`src/rtl/rmem_arb_pkg.sv`:
```
// rmem_arb_pkg: shared types and constants for the read-memory arbiter
package rmem_arb_pkg;
  typedef enum logic [1:0] {IDLE, ISSUE, WAIT, RESP} state_t;
  localparam logic [31:0] TIMEOUT_DATA_DEF = 32'hDEAD_BEEF;
  function automatic int cnt_w(input int t);
    return (t < 2) ? 1 : $clog2(t + 1);
  endfunction
endpackage

```
`src/rtl/rmem_rr_select.sv`:
```
// rmem_rr_select: combinational round-robin picker
//   pending : request vector
//   ptr     : highest-priority index
//   idx     : first pending index at or after ptr, cyclically
//   valid   : any bit of pending set
module rmem_rr_select #(
  parameter int N = 2,
  parameter int IW = $clog2(N)
) (
  input  logic [N-1:0]  pending,
  input  logic [IW-1:0] ptr,
  output logic [IW-1:0] idx,
  output logic          valid
);
  logic [IW-1:0] j;
  always_comb begin
    idx = '0;
    j = '0;
    // walk offsets from farthest to nearest so the nearest pending index wins
    for (int i = N - 1; i >= 0; i--) begin
      j = IW'((int'(ptr) + i) % N);
      if (pending[j]) idx = j;
    end
  end
  assign valid = |pending;
endmodule

```
`src/rtl/rmem_arbiter.sv`:
```
// rmem_arbiter: round-robin sharing of one start/done read-memory port among N_REQ requesters
//   clk_i, rst_ni             : clock, async active-low reset
//   req_start_i, req_addr_i   : per-requester start pulse and address
//   req_done_o, req_rdata_o   : one-hot completion pulse and read data
//   req_timeout_o, req_drop_o : timeout flag with done, ignored-start pulse
//   mem_start_o, mem_addr_o   : downstream start pulse and address
//   mem_done_i, mem_rdata_i   : downstream done pulse and data
module rmem_arbiter
  import rmem_arb_pkg::*;
#(
  parameter int          N_REQ        = 2,
  parameter int          TIMEOUT      = 1024,
  parameter logic [31:0] TIMEOUT_DATA = TIMEOUT_DATA_DEF
) (
  input  logic                   clk_i,
  input  logic                   rst_ni,
  input  logic [N_REQ-1:0]       req_start_i,
  input  logic [N_REQ-1:0][31:0] req_addr_i,
  output logic [N_REQ-1:0]       req_done_o,
  output logic [31:0]            req_rdata_o,
  output logic                   req_timeout_o,
  output logic [N_REQ-1:0]       req_drop_o,
  output logic                   mem_start_o,
  output logic [31:0]            mem_addr_o,
  input  logic                   mem_done_i,
  input  logic [31:0]            mem_rdata_i
);
  localparam int IW = $clog2(N_REQ);
  localparam int CW = cnt_w(TIMEOUT);
  state_t                   state;
  logic [N_REQ-1:0]         pending;
  logic [N_REQ-1:0][31:0]   addr_q;
  logic [IW-1:0]            grant;
  logic [IW-1:0]            rr_ptr;
  logic [IW-1:0]            pick;
  logic                     any;
  logic [CW-1:0]            cnt;
  logic [31:0]              data;
  logic                     tmo;
  logic                     resp;
  logic [N_REQ-1:0]         accept;
  logic [N_REQ-1:0]         clr;
  rmem_rr_select #(.N(N_REQ), .IW(IW)) u_sel (
    .pending(pending),
    .ptr(rr_ptr),
    .idx(pick),
    .valid(any)
  );
  assign resp = state == RESP;
  assign clr = resp ? N_REQ'(1) << grant : '0;
  // a start from the granted requester in its RESP cycle is accepted since its bit clears now
  always_comb begin
    accept = '0;
    for (int k = 0; k < N_REQ; k++) accept[k] = req_start_i[k] && (!pending[k] || clr[k]);
  end
  assign req_rdata_o = resp ? data : '0;
  assign req_timeout_o = resp & tmo;
  always_ff @(posedge clk_i or negedge rst_ni) begin
    if (!rst_ni) begin
      state <= IDLE;
      pending <= '0;
      addr_q <= '0;
      grant <= '0;
      rr_ptr <= '0;
      cnt <= '0;
      data <= '0;
      tmo <= 1'b0;
      req_done_o <= '0;
      req_drop_o <= '0;
      mem_start_o <= 1'b0;
      mem_addr_o <= '0;
    end else begin
      mem_start_o <= 1'b0;
      req_done_o <= '0;
      req_drop_o <= req_start_i & ~accept;
      pending <= (pending & ~clr) | accept;
      for (int k = 0; k < N_REQ; k++) if (accept[k]) addr_q[k] <= req_addr_i[k];
      case (state)
        IDLE: if (any) begin
          grant <= pick;
          mem_addr_o <= addr_q[pick];
          mem_start_o <= 1'b1;
          state <= ISSUE;
        end
        ISSUE: begin
          cnt <= '0;
          state <= WAIT;
        end
        WAIT: if (mem_done_i) begin
          data <= mem_rdata_i;
          tmo <= 1'b0;
          req_done_o <= N_REQ'(1) << grant;
          state <= RESP;
        end else if (TIMEOUT != 0 && cnt == CW'(TIMEOUT - 1)) begin
          data <= TIMEOUT_DATA;
          tmo <= 1'b1;
          req_done_o <= N_REQ'(1) << grant;
          state <= RESP;
        end else cnt <= cnt + 1'b1;
        RESP: begin
          rr_ptr <= (grant == IW'(N_REQ - 1)) ? '0 : grant + 1'b1;
          state <= IDLE;
        end
        default: state <= IDLE;
      endcase
    end
  end
endmodule

```
`config.mk`:
```
export PLATFORM = sky130hd
export DESIGN_NAME = rmem_arbiter
export DESIGN_NICKNAME = d
export VERILOG_FILES = /design/src/rtl/rmem_arb_pkg.sv /design/src/rtl/rmem_rr_select.sv /design/src/rtl/rmem_arbiter.sv
export SDC_FILE = /design/constraint.sdc
export NUM_CORES = 1
export LEC_CHECK = 0
export ABC_AREA = 1
export CAP_MARGIN = 20
export CORE_AREA = 2 2 153 155
export DETAILED_ROUTE_END_ITERATION = 10
export DIE_AREA = 0 0 155 157
export GPL_ROUTABILITY_DRIVEN = 0
export PLACE_DENSITY = 0.54
export SYNTH_ARGS = -nofsm -noshare
export SYNTH_HDL_FRONTEND = slang
export SYNTH_SLANG_ARGS = --single-unit
```
`constraint.sdc`:
```
create_clock -name clk_i -period 2.05 [get_ports clk_i]
set_input_delay 0.41 -clock clk_i [delete_from_list [all_inputs] [get_ports clk_i]]
set_output_delay 0.41 -clock clk_i [all_outputs]
set_load 0.05 [all_outputs]
```
==> results.md <==
- Hold Fails Final Rpt: 0
- Clk_lat worst skew: ~0.42 ns
- YS warnings: 0
- Post-Syn Area: 6720 um2
- Worst-margin pin slew: a little over 0.7 ns
- Pin count of the biggest net entering global routing: 45
- Initial antenna violation count: 0
- Initial drt markers: about 240
- Reg2reg start: state[0]
- Reg2Reg Depth: 7
- Layout cells sized above 1: 20.5%
- Pins Over Slew Limit: 0
- Hold Worst Slack: 0.471 ns
- Starting Density: 29.9%
- GRT Util Overall: approximately 15%
- Reg-to-reg endpoint: mem_addr_o[2]
- Setup TNS: 0 ns
- Pleak: slightly below 5 nW
- Final cell count without fillers: 1130
- Hold path start: grant
- CP Capture Type: primary output
- HP Class: reg -> reg
- Nets: ~940
- TritonCTS Buffers: 17
- Netlist cell types: 28
- Crit path max-delay family: buffers and inverters
- Critical Path RT: 1.64 ns
- Worst Skew: 0.0138 ns
- Leading area contributor after synthesis: dfrtp_1
- # fillers: 2135
- Crit-path max FO: 2
- Fin crit share: 97.8%
- Worst Path Arrival: 1.59 ns
- Avg Inst Size Synth: 10.2 um2
- Remaining DRCs: 0
- CP Class: reg -> out
- Power Dens Cells: 1700 nW/um2
- Hold EP: req_done_o[0]
- Synth-to-Final Area Change: 45.8%
- R2R Setup Slk: 0.27 ns
- CTS tree: yes
- Max cap viols: 0
- H-tree Lvls: 4
- Pre-antenna DRT Iters: 4
- Via density: 4.39
- Placed cells: 1097
- Die span in y: 157 um
- # rows: 55
- Crit path buf inv count: 1
- Clock slew at reported path FFs: approximately 0.07 ns
- Number of global-route vias before repair: 5003
- Crit path cell chain: clkdlybuf4s50_1
- Top-level I/O count: 171
- Clock Sinks: 151
- Top cells by area, synth: dfrtp_1 56%, mux2_4 8.9%, nand2_1 7.0%
- Seq cells post-synth: 151
- Largest stage delay, worst path: 0.82 ns
- Status: finished, final reports clean
- Die width: between 150 and 200 um
- First-pass GRT wire length: 27900 um
- Ant. Diodes: 0
- RSZ-0062 raised after global routing: false
- Crit-path slowest cell: clkdlybuf4s50_1
- Synth top area share: approximately 56%
- Routed wire length: between 15000 and 20000 um
- Slew Limit Headroom: 52.9%
- Die area: 24300 um2
- Post-DP HPWL: 11700 um
- Peak supply drop: 0.000645 V
- Minimum clock period: 2.00 ns
- Startpoint types: register
- Register area share after synthesis: 56.2%
- Commonest non-fill, non-tap cell in the layout: dfrtp_1
- Clock Tree Buf Depth: 2
- Hold path cells: 1
- Post-Synthesis Net Count: 766
- Post-DR wirelength/cell: 15.5 um
- Antenna-violating nets left: 0
- GR Overflow Total: 0
- Setup bufs post-CTS: 0
- CTS Root Buffer Type: clkbuf_16
- Port bufs: 170
- Via count: about 5000
- Core ar.: 22500 um2
- Most frequent cells in the layout: 149 x dfrtp_1, 125 x nand2_1, 113 x clkdlybuf4s50_1
- FMAX: around 0.5 GHz
- Cells after Synth: 659
- # setup viols final: 0
-- where the power goes --
part / internal [mW] / total, mW / switching [mW]
sequential: 4.35 / 5.09 / 0.739
clock: 2.12 / 3.41 / 1.29
combinational: 3.45 / 8.14 / 4.69
total: 9.93 / 16.6 / 6.72
-- final cells by class --
type	instances	area [um2]	share of cell area (%)
Inverter	77	289	2.95
Multi-Input combinational cell	400	2460	25.1
Clock buffer	19	453	4.62
Sequential cell	151	3780	38.6
Timing Repair Buffer	185	2270	23.2
Clock inverter	13	193	1.97
Tap cell	285	357	3.64
-- sequential cells by signal, summed over array words and instances, names as in the netlist --
name	cells
state	2
mem_addr_o	32
req_done_o	2
data	32
pending	2
addr_q	64
tmo	1
req_drop_o	2
grant	1
rr_ptr	1
mem_start_o	1
cnt	11
-- cell usage after synthesis (all sizes together) --
cell type	instances
or2	1
nand3	19
xor2	2
xnor2	2
nor2	70
buf	20
a21oi	28
clkbuf	11
o21ai	74
ha	6
dfrtp	151
inv	76
mux2	64
clkinv	1
nand2	133
a21o	1
-- stage by stage --
stage	setup WS, ns	instance area (um2)	power, mW	util, %
floorplan	0.343	6720	10.3	-
global placement	0.292	9080	13.2	40.3
detailed placement	0.291	9080	13.4	40.3
CTS	0.00205	9740	16.9	43.3
global route	0.000993	9800	17.7	43.6
finish	0.0460	9800	16.6	43.6
-- kinds of logic after synthesis --
| group | count (synthesis) | synth area share [%] |
|---|---|---|
| and+or+nand+nor | 223 | 13.5 |
| DFF | 151 | 56.2 |
| buffers and inverters | 108 | 7.39 |
| AOI/OAI and AO/OA | 103 | 8.32 |
| muxes | 64 | 13.0 |
| adders and majority gates | 6 | 1.12 |
| xor gates and xnor gates | 4 | 0.521 |
-- metal layers --
layer  global-route usage (%)  wire [um]  vias to the layer above
met2                     23.4       8100                      127
met5                        0          0                        -
met1                     20.1       8320                     2378
met4                     3.70        119                        0
li1                         -          -                     2439
met3                     4.46        953                       14
-- what timing repair did --
| action | CTS | global route |
|---|---|---|
| endpoints found under the setup margin | 29 | 48 |
| resized for setup | 6 | 21 |
| hold buffers | 1 | 0 |
| endpoints found under the hold margin | 36 | 0 |
| pin swaps | 0 | 0 |
-- worst max-delay path by stage --
stage | from | endpoint | slack, ns | depth (start not counted)
5_1_grt | mem_addr_o[25] | mem_addr_o[25] | 0.001 | 1
3_3_place_gp | req_start_i[1] | addr_q[59] | 0.29 | 4
3_5_place_dp | req_start_i[1] | addr_q[59] | 0.29 | 4
2_1_floorplan | state[0] | req_rdata_o[10] | 0.34 | 5
6_report | mem_addr_o[28] | mem_addr_o[28] | 0.05 | 1
4_1_cts | mem_addr_o[11] | mem_addr_o[11] | 0.002 | 1
No activity file was read; power rests on OpenSTA's default activity.
